### src/rtl/systolic_array_pkg.sv
// Shared types for the systolic-array row loader.
// The loader's optional feature is selected by SA_LOADER_ZERO_PS_EN.
package systolic_array_pkg;

  localparam int SA_N  = 4;
  localparam int SA_DW = 16;
  localparam int ROW_W = $clog2(SA_N);

  typedef logic [ROW_W-1:0]      row_idx_t;
  typedef logic [SA_N*SA_DW-1:0] row_data_t;

  typedef enum logic [3:0] {
    IDLE,
    W_GATE,
    W_RD,
    W_WAIT,
    W_ISSUE,
    I_GATE,
    P_RD,
    P_WAIT,
    I_RD,
    I_WAIT,
    I_ISSUE,
    DONE
  } loader_state_t;

endpackage

### src/rtl/sa_row_fetch.sv
// Single-row scratchpad fetch: one read strobe, then waits for rd_valid.
// Responses that arrive while no read is pending are dropped.
module sa_row_fetch #(
  parameter int AW = 16,
  parameter int W  = 64
) (
  input  logic          clk,
  input  logic          nRST,
  input  logic          start,
  input  logic [AW-1:0] addr,
  output logic          rd_req,
  output logic [AW-1:0] rd_addr,
  input  logic          rd_valid,
  input  logic [W-1:0]  rd_data,
  output logic [W-1:0]  data,
  output logic          fetch_done
);

  logic pend_q;

  assign rd_req     = start;
  assign rd_addr    = start ? addr : '0;
  assign fetch_done = pend_q & rd_valid;
  assign data       = fetch_done ? rd_data : '0;

  always_ff @(posedge clk or negedge nRST) begin
    if (!nRST) begin
      pend_q <= 1'b0;
    end else if (start) begin
      pend_q <= 1'b1;
    end else if (fetch_done) begin
      pend_q <= 1'b0;
    end
  end

endmodule

### src/rtl/systolic_array_loader.sv
// Row loader: streams weight, input and partial rows N-1..0 into the array.
// SA_LOADER_ZERO_PS_EN adds req_zero_ps to skip partial-sum reads.
module systolic_array_loader #(
  parameter int N  = 4,
  parameter int DW = 16,
  parameter int AW = 16
) (
  input  logic                 clk,
  input  logic                 nRST,
  input  logic                 req_valid,
  output logic                 req_ready,
  input  logic                 req_load_weights,
  input  logic [AW-1:0]        req_w_addr,
  input  logic [AW-1:0]        req_i_addr,
  input  logic [AW-1:0]        req_p_addr,
`ifdef SA_LOADER_ZERO_PS_EN
  input  logic                 req_zero_ps,
`endif
  output logic                 rd_req,
  output logic [AW-1:0]        rd_addr,
  input  logic                 rd_valid,
  input  logic [N*DW-1:0]      rd_data,
  input  logic                 fifo_has_space,
  output logic                 weight_en,
  output logic                 input_en,
  output logic                 partial_en,
  output logic [$clog2(N)-1:0] row_en,
  output logic [N*DW-1:0]      array_in,
  output logic [N*DW-1:0]      array_ps,
  output logic                 busy,
  output logic                 done
);

  import systolic_array_pkg::*;

  localparam int RW = $clog2(N);
  localparam int W  = N * DW;

  loader_state_t state_q, state_d;

  logic [RW-1:0] row_q;
  logic [AW-1:0] w_q, i_q, p_q;
  logic [W-1:0]  data_q, ps_q;
  logic          skip_ps;

  logic          fetch_start;
  logic [AW-1:0] fetch_addr;
  logic [W-1:0]  fetch_data;
  logic          fetch_done;

`ifdef SA_LOADER_ZERO_PS_EN
  logic z_q;

  always_ff @(posedge clk or negedge nRST) begin
    if (!nRST) begin
      z_q <= 1'b0;
    end else if (state_q == IDLE && req_valid) begin
      z_q <= req_zero_ps;
    end
  end

  assign skip_ps = z_q;
`else
  assign skip_ps = 1'b0;
`endif

  sa_row_fetch #(
    .AW(AW),
    .W (W)
  ) u_fetch (
    .clk       (clk),
    .nRST      (nRST),
    .start     (fetch_start),
    .addr      (fetch_addr),
    .rd_req    (rd_req),
    .rd_addr   (rd_addr),
    .rd_valid  (rd_valid),
    .rd_data   (rd_data),
    .data      (fetch_data),
    .fetch_done(fetch_done)
  );

  always_comb begin
    state_d     = state_q;
    fetch_start = 1'b0;
    fetch_addr  = '0;
    req_ready   = 1'b0;
    weight_en   = 1'b0;
    input_en    = 1'b0;
    partial_en  = 1'b0;
    row_en      = '0;
    array_in    = '0;
    array_ps    = '0;
    busy        = 1'b1;
    done        = 1'b0;
    unique case (state_q)
      IDLE: begin
        busy      = 1'b0;
        req_ready = 1'b1;
        if (req_valid) begin
          state_d = req_load_weights ? W_GATE : I_GATE;
        end
      end
      W_GATE: begin
        if (fifo_has_space) state_d = W_RD;
      end
      W_RD: begin
        fetch_start = 1'b1;
        fetch_addr  = w_q + AW'(row_q);
        state_d     = W_WAIT;
      end
      W_WAIT: begin
        if (fetch_done) state_d = W_ISSUE;
      end
      W_ISSUE: begin
        weight_en = 1'b1;
        row_en    = row_q;
        array_in  = data_q;
        state_d   = (row_q == '0) ? I_GATE : W_RD;
      end
      I_GATE: begin
        if (fifo_has_space) state_d = skip_ps ? I_RD : P_RD;
      end
      P_RD: begin
        fetch_start = 1'b1;
        fetch_addr  = p_q + AW'(row_q);
        state_d     = P_WAIT;
      end
      P_WAIT: begin
        if (fetch_done) state_d = I_RD;
      end
      I_RD: begin
        fetch_start = 1'b1;
        fetch_addr  = i_q + AW'(row_q);
        state_d     = I_WAIT;
      end
      I_WAIT: begin
        if (fetch_done) state_d = I_ISSUE;
      end
      I_ISSUE: begin
        input_en   = 1'b1;
        partial_en = 1'b1;
        row_en     = row_q;
        array_in   = data_q;
        array_ps   = skip_ps ? '0 : ps_q;
        if (row_q == '0) begin
          state_d = DONE;
        end else begin
          state_d = skip_ps ? I_RD : P_RD;
        end
      end
      DONE: begin
        done    = 1'b1;
        state_d = IDLE;
      end
      default: state_d = IDLE;
    endcase
  end

  always_ff @(posedge clk or negedge nRST) begin
    if (!nRST) begin
      state_q <= IDLE;
      row_q   <= RW'(N-1);
      w_q     <= '0;
      i_q     <= '0;
      p_q     <= '0;
      data_q  <= '0;
      ps_q    <= '0;
    end else begin
      state_q <= state_d;
      if (state_q == IDLE && req_valid) begin
        w_q   <= req_w_addr;
        i_q   <= req_i_addr;
        p_q   <= req_p_addr;
        row_q <= RW'(N-1);
      end
      // The weight phase rewinds the counter for the input phase.
      if (state_q == W_ISSUE) begin
        row_q <= (row_q == '0) ? RW'(N-1) : row_q - RW'(1);
      end
      if (state_q == I_ISSUE && row_q != '0) begin
        row_q <= row_q - RW'(1);
      end
      if (fetch_done) begin
        if (state_q == P_WAIT) ps_q <= fetch_data;
        else                   data_q <= fetch_data;
      end
    end
  end

endmodule

### config.mk
export PLATFORM = sky130hd
export DESIGN_NAME = systolic_array_loader
export DESIGN_NICKNAME = d
export VERILOG_FILES = /design/src/rtl/systolic_array_pkg.sv /design/src/rtl/sa_row_fetch.sv /design/src/rtl/systolic_array_loader.sv
export SDC_FILE = /design/constraint.sdc
export NUM_CORES = 1
export LEC_CHECK = 0
export ABC_AREA = 0
export CORE_ASPECT_RATIO = 0.5
export CORE_MARGIN = 1
export CORE_UTILIZATION = 45
export CTS_BUF_LIST = sky130_fd_sc_hd__clkbuf_4
export CTS_CLUSTER_DIAMETER = 120
export DETAILED_ROUTE_END_ITERATION = 7
export GPL_TIMING_DRIVEN = 0
export PLACE_DENSITY_LB_ADDON = 0.1
export SLEW_MARGIN = 20
export SYNTH_ARGS = -nofsm -noshare
export SYNTH_HDL_FRONTEND = slang
export SYNTH_SLANG_ARGS = --single-unit
### constraint.sdc
create_clock -name clk -period 5.1 [get_ports clk]
set_clock_uncertainty 0.05 [all_clocks]
set_input_delay 1.02 -clock clk [delete_from_list [all_inputs] [get_ports clk]]
set_output_delay 1.02 -clock clk [all_outputs]
set_load 0.02 [all_outputs]
Word level (Yosys, flattened, before mapping)
Index checks and enable logic that the tools add are counted.

Flip-flop bits (word level): 183. Input bits: 118. Output and inout bits: 153. Logic and storage cells: 70.

Reduce and logical (&&, ||, !) cells: 12. Bitwise gates (word level): 2. Multiplexer cells: 27. Add/subtract/negate cells: 4. Equal/unequal tests: 17.

Operators with widths (number): $mux 64 (2); $add 16x2->16 (3); $pmux 16 s3 (1); $pmux 4 s11 (1); $mux 4 (7); $eq 4x3->1 const B (4); $eq 4x4->1 const B (4); $mux 16 (1); $ne 2x2->1 const B (6); $mux 2 (5); $eq 4x2->1 const B (2); $mux 1 (8); $mux 3 (2); $reduce_and 6->1 (1); $eq 4x1->1 const B (1); $logic_not 4->1 (1); $reduce_and 2->1 (2); $reduce_bool 2->1 (2); $reduce_bool 3->1 (1); $reduce_or 3->1 (1); $logic_and 1x1->1 (2); $logic_not 2->1 (1); $reduce_or 2->1 (1); $sub 2x1->2 const B (1); other kinds (2) (2).

Longest topological paths before layout
Word-level depth: 5. Depth in mapped cells: 14. Gate-level depth less buffers: 13.

By module
From an unflattened synthesis, not the netlist that was laid out.

Cell total of the unflattened synthesis: 819. Area total of the unflattened synthesis: 9421.5 µm².

Modules (own cells, without submodules): systolic_array_loader (cells each 719, area each 8764.7 µm², instances 1, seq. area each 4556.9 µm²); sa_row_fetch (cells each 100, area each 656.9 µm², instances 1, seq. area each 25.0 µm²).

Worst setup path before layout
OpenSTA, ideal clock, no wires.

Path kind: flip-flop to output port. Start: reg state_q[1]. End: out rd_addr[14]. Cell stages (with the launch flop): 14. Path slack: 918 ps. Data arrival time: 3112 ps. Buffers on the path: 2. Data required time: 4030 ps. Path through: dfrtp_1 > and4bb_1 > buf_2 > buf_2 > a22oi_1 > nand2_1 > ha_1 > inv_1 > fa_1 > o31ai_2 > o2111ai_2 > nor2_1 > a21oi_1 > nor3_1.

Word-level cells in the longest chain between the ends: 4.

Ends and longest elaborated chain: start: declaration (RTL line systolic_array_loader.sv:39) `loader_state_t state_q, state_d;`; start signal: assignment (RTL line systolic_array_loader.sv:170) `state_q <= state_d;`; $eq 4x4->1, or another cell as far along (RTL line systolic_array_loader.sv:96) `unique case (state_q)`; $reduce_or 3->1 (no source line); $mux 1 (RTL line systolic_array_loader.sv:96); $mux 16 * (RTL line sa_row_fetch.sv:22) `assign rd_addr = start ? addr : '0;`; end: declaration (RTL line systolic_array_loader.sv:20) `output logic [AW-1:0] rd_addr,`.

Every way passes the cells marked *; elsewhere a longest branch is shown, timed or not.

Worst setup path after layout
Start: reg state_q[3]. End: out rd_addr[12].

The elaborated chain is that of the path after synthesis.

==> metrics <==
Routed Antenna Nets 0; global placer's final weighted congestion 0.865; max-cap viol count 0; worst slack, placed 0.00759 ns; final setup margin 0.210 ns; first-pass GRT wire length 38200 µm; Syn Nets 849; Post-Syn Area 8830 µm²; CP arrival 3.82 ns; combinational power share 47.2%; post-synthesis compound-gate area fraction 5.59%; RSZ-0062 raised after global routing no; slowest cell delay on critical path 0.49 ns; initial DRC count 221; FF-to-FF End i_q[12]$_DFFE_PN0P_; Worst Setup SP state_q[3]$_DFFE_PN0P_; outcome finished clean; kind of cell adding the most delay to the critical path simple AND/OR/NAND/NOR gates; final setup violation count 0; Setup CP Type reg2out; Worst setup EP type output port; Post-Route WL 24200 µm; Fill cells 1489; crit share post-route 95.9%; CTS tree done; adder and majority gate portion of the synthesized area 0.652%; grt total ovfl 0; # rows 35; Port Buffer Count 270; Mean Syn Cell Area 12.2 µm²; CTS max path bufs 2; GRT Total Usage 24.7%; DR vias/cell 5.12; post-synth cell types 61; FF-to-FF setup slack 2.30 ns; crit-path cells and4bb_1, buf_4, buf_6, a22oi_1, nand2_1, ha_1, inv_1, fa_2, nand3b_1, o31ai_4, o2111ai_4, nor4_4, xnor2_1, nor2_1, clkdlybuf4s15_2; Final Power 6300 µW; Die Wd 200 µm; Internal 3950 µW; FMAX 0.204 GHz; DR vias 6626; measured slew at the worst slew-check pin 0.952 ns; largest family of logic cells by synthesized area multiplexers; Core Area 18800 µm²; Die H 101 µm; WL/cell 18.6 µm; r2r worst-path depth 6; XOR/XNOR share of the synthesized area 1.09%; top_reg_cell synth dfrtp_1; sw frac 37.3%; Clock transition at path regs 0.15 ns; drc violations 0; fin cells 1295; starting density of the core 47.0%; power density over the cells 514 nW/µm²; total leakage power 0.00497 µW; Seq cells post-synth 183; Clock Sinks 183; htree depth 4; Post-Synthesis Cells 727; Top Ports 271; Seq/Total Area, Yosys 51.9%; antenna violations before repair 0; vias in the first global route 7067; Critical Path Sink rd_addr[12]; Buf/Inv on CP 4; detailed placement HPWL 17700 µm; Synth-to-Final Area Change 38.6%; post-placement cell count 1257; clock share of power 12.2%; drt first pass iters 4; Die ar. 20200 µm²; crit path max-delay cell type dfrtp_2; startpoint types flip-flop; fraction of registers with async set/reset 100%; Worst-Skew Late Latency 0.60 ns; proportion of synthesized area in mux cells 22.5%; Crit Path Max Fanout 10; final net count 1144; Final Hold Viols 0; Flop pwr share 40.6%; share of cells above drive strength 1 24.2%; Net Switching 2350 µW; EDFF count, synth 0; VDD IR max 0.000228 V; Num CTS Buffers 17; Worst slew margin 36.3%; Req. time, crit path 4.03 ns; Crit. path cell count 15; CTS root buf clkbuf_4; RR Startpoint state_q[3]$_DFFE_PN0P_; setup TNS 0 ns; largest net degree at the start of global routing 99; Synth Warn # 0; min cycle time layout 4.89 ns; simple-gate share of the synthesized area 15.5%; Min-Delay Path Class in2async; final count of pins violating max slew 0
-- power groups by stage --
stage	Combinational, µW	Sequential, µW	Clock, µW
after global routing	3220	2650	846
after CTS	2980	2560	783
final	2970	2560	765
after detailed placement	2940	2590	0
after global placement	2870	2550	0
after floorplan	2020	2450	0
-- routing by layer --
metal / track usage, % / vias to the layer above / routed length, µm
met3: 8.40 / 26 / 1760
met2: 41.1 / 169 / 11800
li1: - / 3098 / -
met4: 8.40 / 0 / 319
met5: 0 / - / 0
met1: 30.3 / 3333 / 10200
-- cell type report --
cell class	count	area (µm²)	area share [%]
flip-flops and latches	183	4580	37.5
clock buffers	19	143	1.17
plain buffers	45	204	1.67
diodes	1	2.50	0.0204
multi-input cells	486	4060	33.2
repair buffers	276	2760	22.6
well taps	259	324	2.65
inverters	13	48.8	0.399
clock inverters	13	106	0.869
-- cell usage after synthesis (4+ instances only) --
master / number / area, µm²
o21ai_1: 5 / 25.0
inv_1: 13 / 48.8
nor2_1: 22 / 82.6
and2_1: 65 / 407
buf_1: 5 / 18.8
o21ai_0: 7 / 35.0
buf_4: 4 / 30.0
dfrtp_1: 181 / 4530
o22ai_1: 5 / 31.3
xnor2_1: 8 / 70.1
a21oi_1: 22 / 110
a22oi_1: 8 / 60.1
nor3_1: 7 / 35.0
nand2_1: 27 / 101
clkbuf_1: 27 / 101
mux2_2: 176 / 1980
nor2b_1: 69 / 432
a21o_1: 5 / 37.5
buf_2: 9 / 45.0
-- through the flow --
step	util (%)	area [µm²]	hold WS, ns
global route	65.1	12200	0.344
CTS	65.0	12200	0.345
floorplan	-	8830	0.421
global placement	63.1	11900	0.430
detailed placement	63.3	11900	0.437
finish	65.2	12200	0.349
-- cell usage in the layout, fill, tap and decap left out, drive strengths merged, types with 7 or more instances in the layout --
cell / n
clkdlybuf4s50: 263
o22ai: 7
a21oi: 22
xnor2: 8
clkbuf: 48
dfrtp: 181
o21ai: 12
nor2b: 69
mux2: 176
nor2: 23
buf: 25
clkinv: 10
inv: 14
a22oi: 8
nand2: 27
and2: 65
nor3: 8
-- logic make-up after synthesis --
kind of cell	count (synthesis)
and+or+nand+nor	223
xor gates and xnor gates	11
muxes	177
AOI/OAI and AO/OA	71
adders and majority gates	4
DFF	183
buffers and inverters	58
-- registers in the layout, summed over array words and instances (netlist names) --
name,flops
i_q,16
row_q,2
w_q,16
u_fetch.pend_q,1
data_q,64
state_q,4
ps_q,64
p_q,16
-- worst min path at each step --
stage	startpoint	end	slack, ns	depth (start not counted)
floorplan	i_q[7]$_DFFE_PN0P_	i_q[7]$_DFFE_PN0P_	0.42	1
global placement	ps_q[28]$_DFFE_PN0P_	ps_q[28]$_DFFE_PN0P_	0.43	1
detailed placement	data_q[30]$_DFFE_PN0P_	data_q[30]$_DFFE_PN0P_	0.44	1
CTS	nRST	p_q[0]$_DFFE_PN0P_	0.34	1
global route	nRST	i_q[4]$_DFFE_PN0P_	0.34	1
finish	nRST	i_q[5]$_DFFE_PN0P_	0.35	1
-- timing repair --
item                                    in CTS  in global routing
endpoints found under the setup margin       7                  7
hold buffers                                 0                  0
setup buffers                                2                  3
pin swaps                                    3                  2
gates cloned                                 0                  0
resized for setup                           19                  9
hold endpoints to repair                     0                  0
Note: power is estimated with default switching activity, not from simulation.
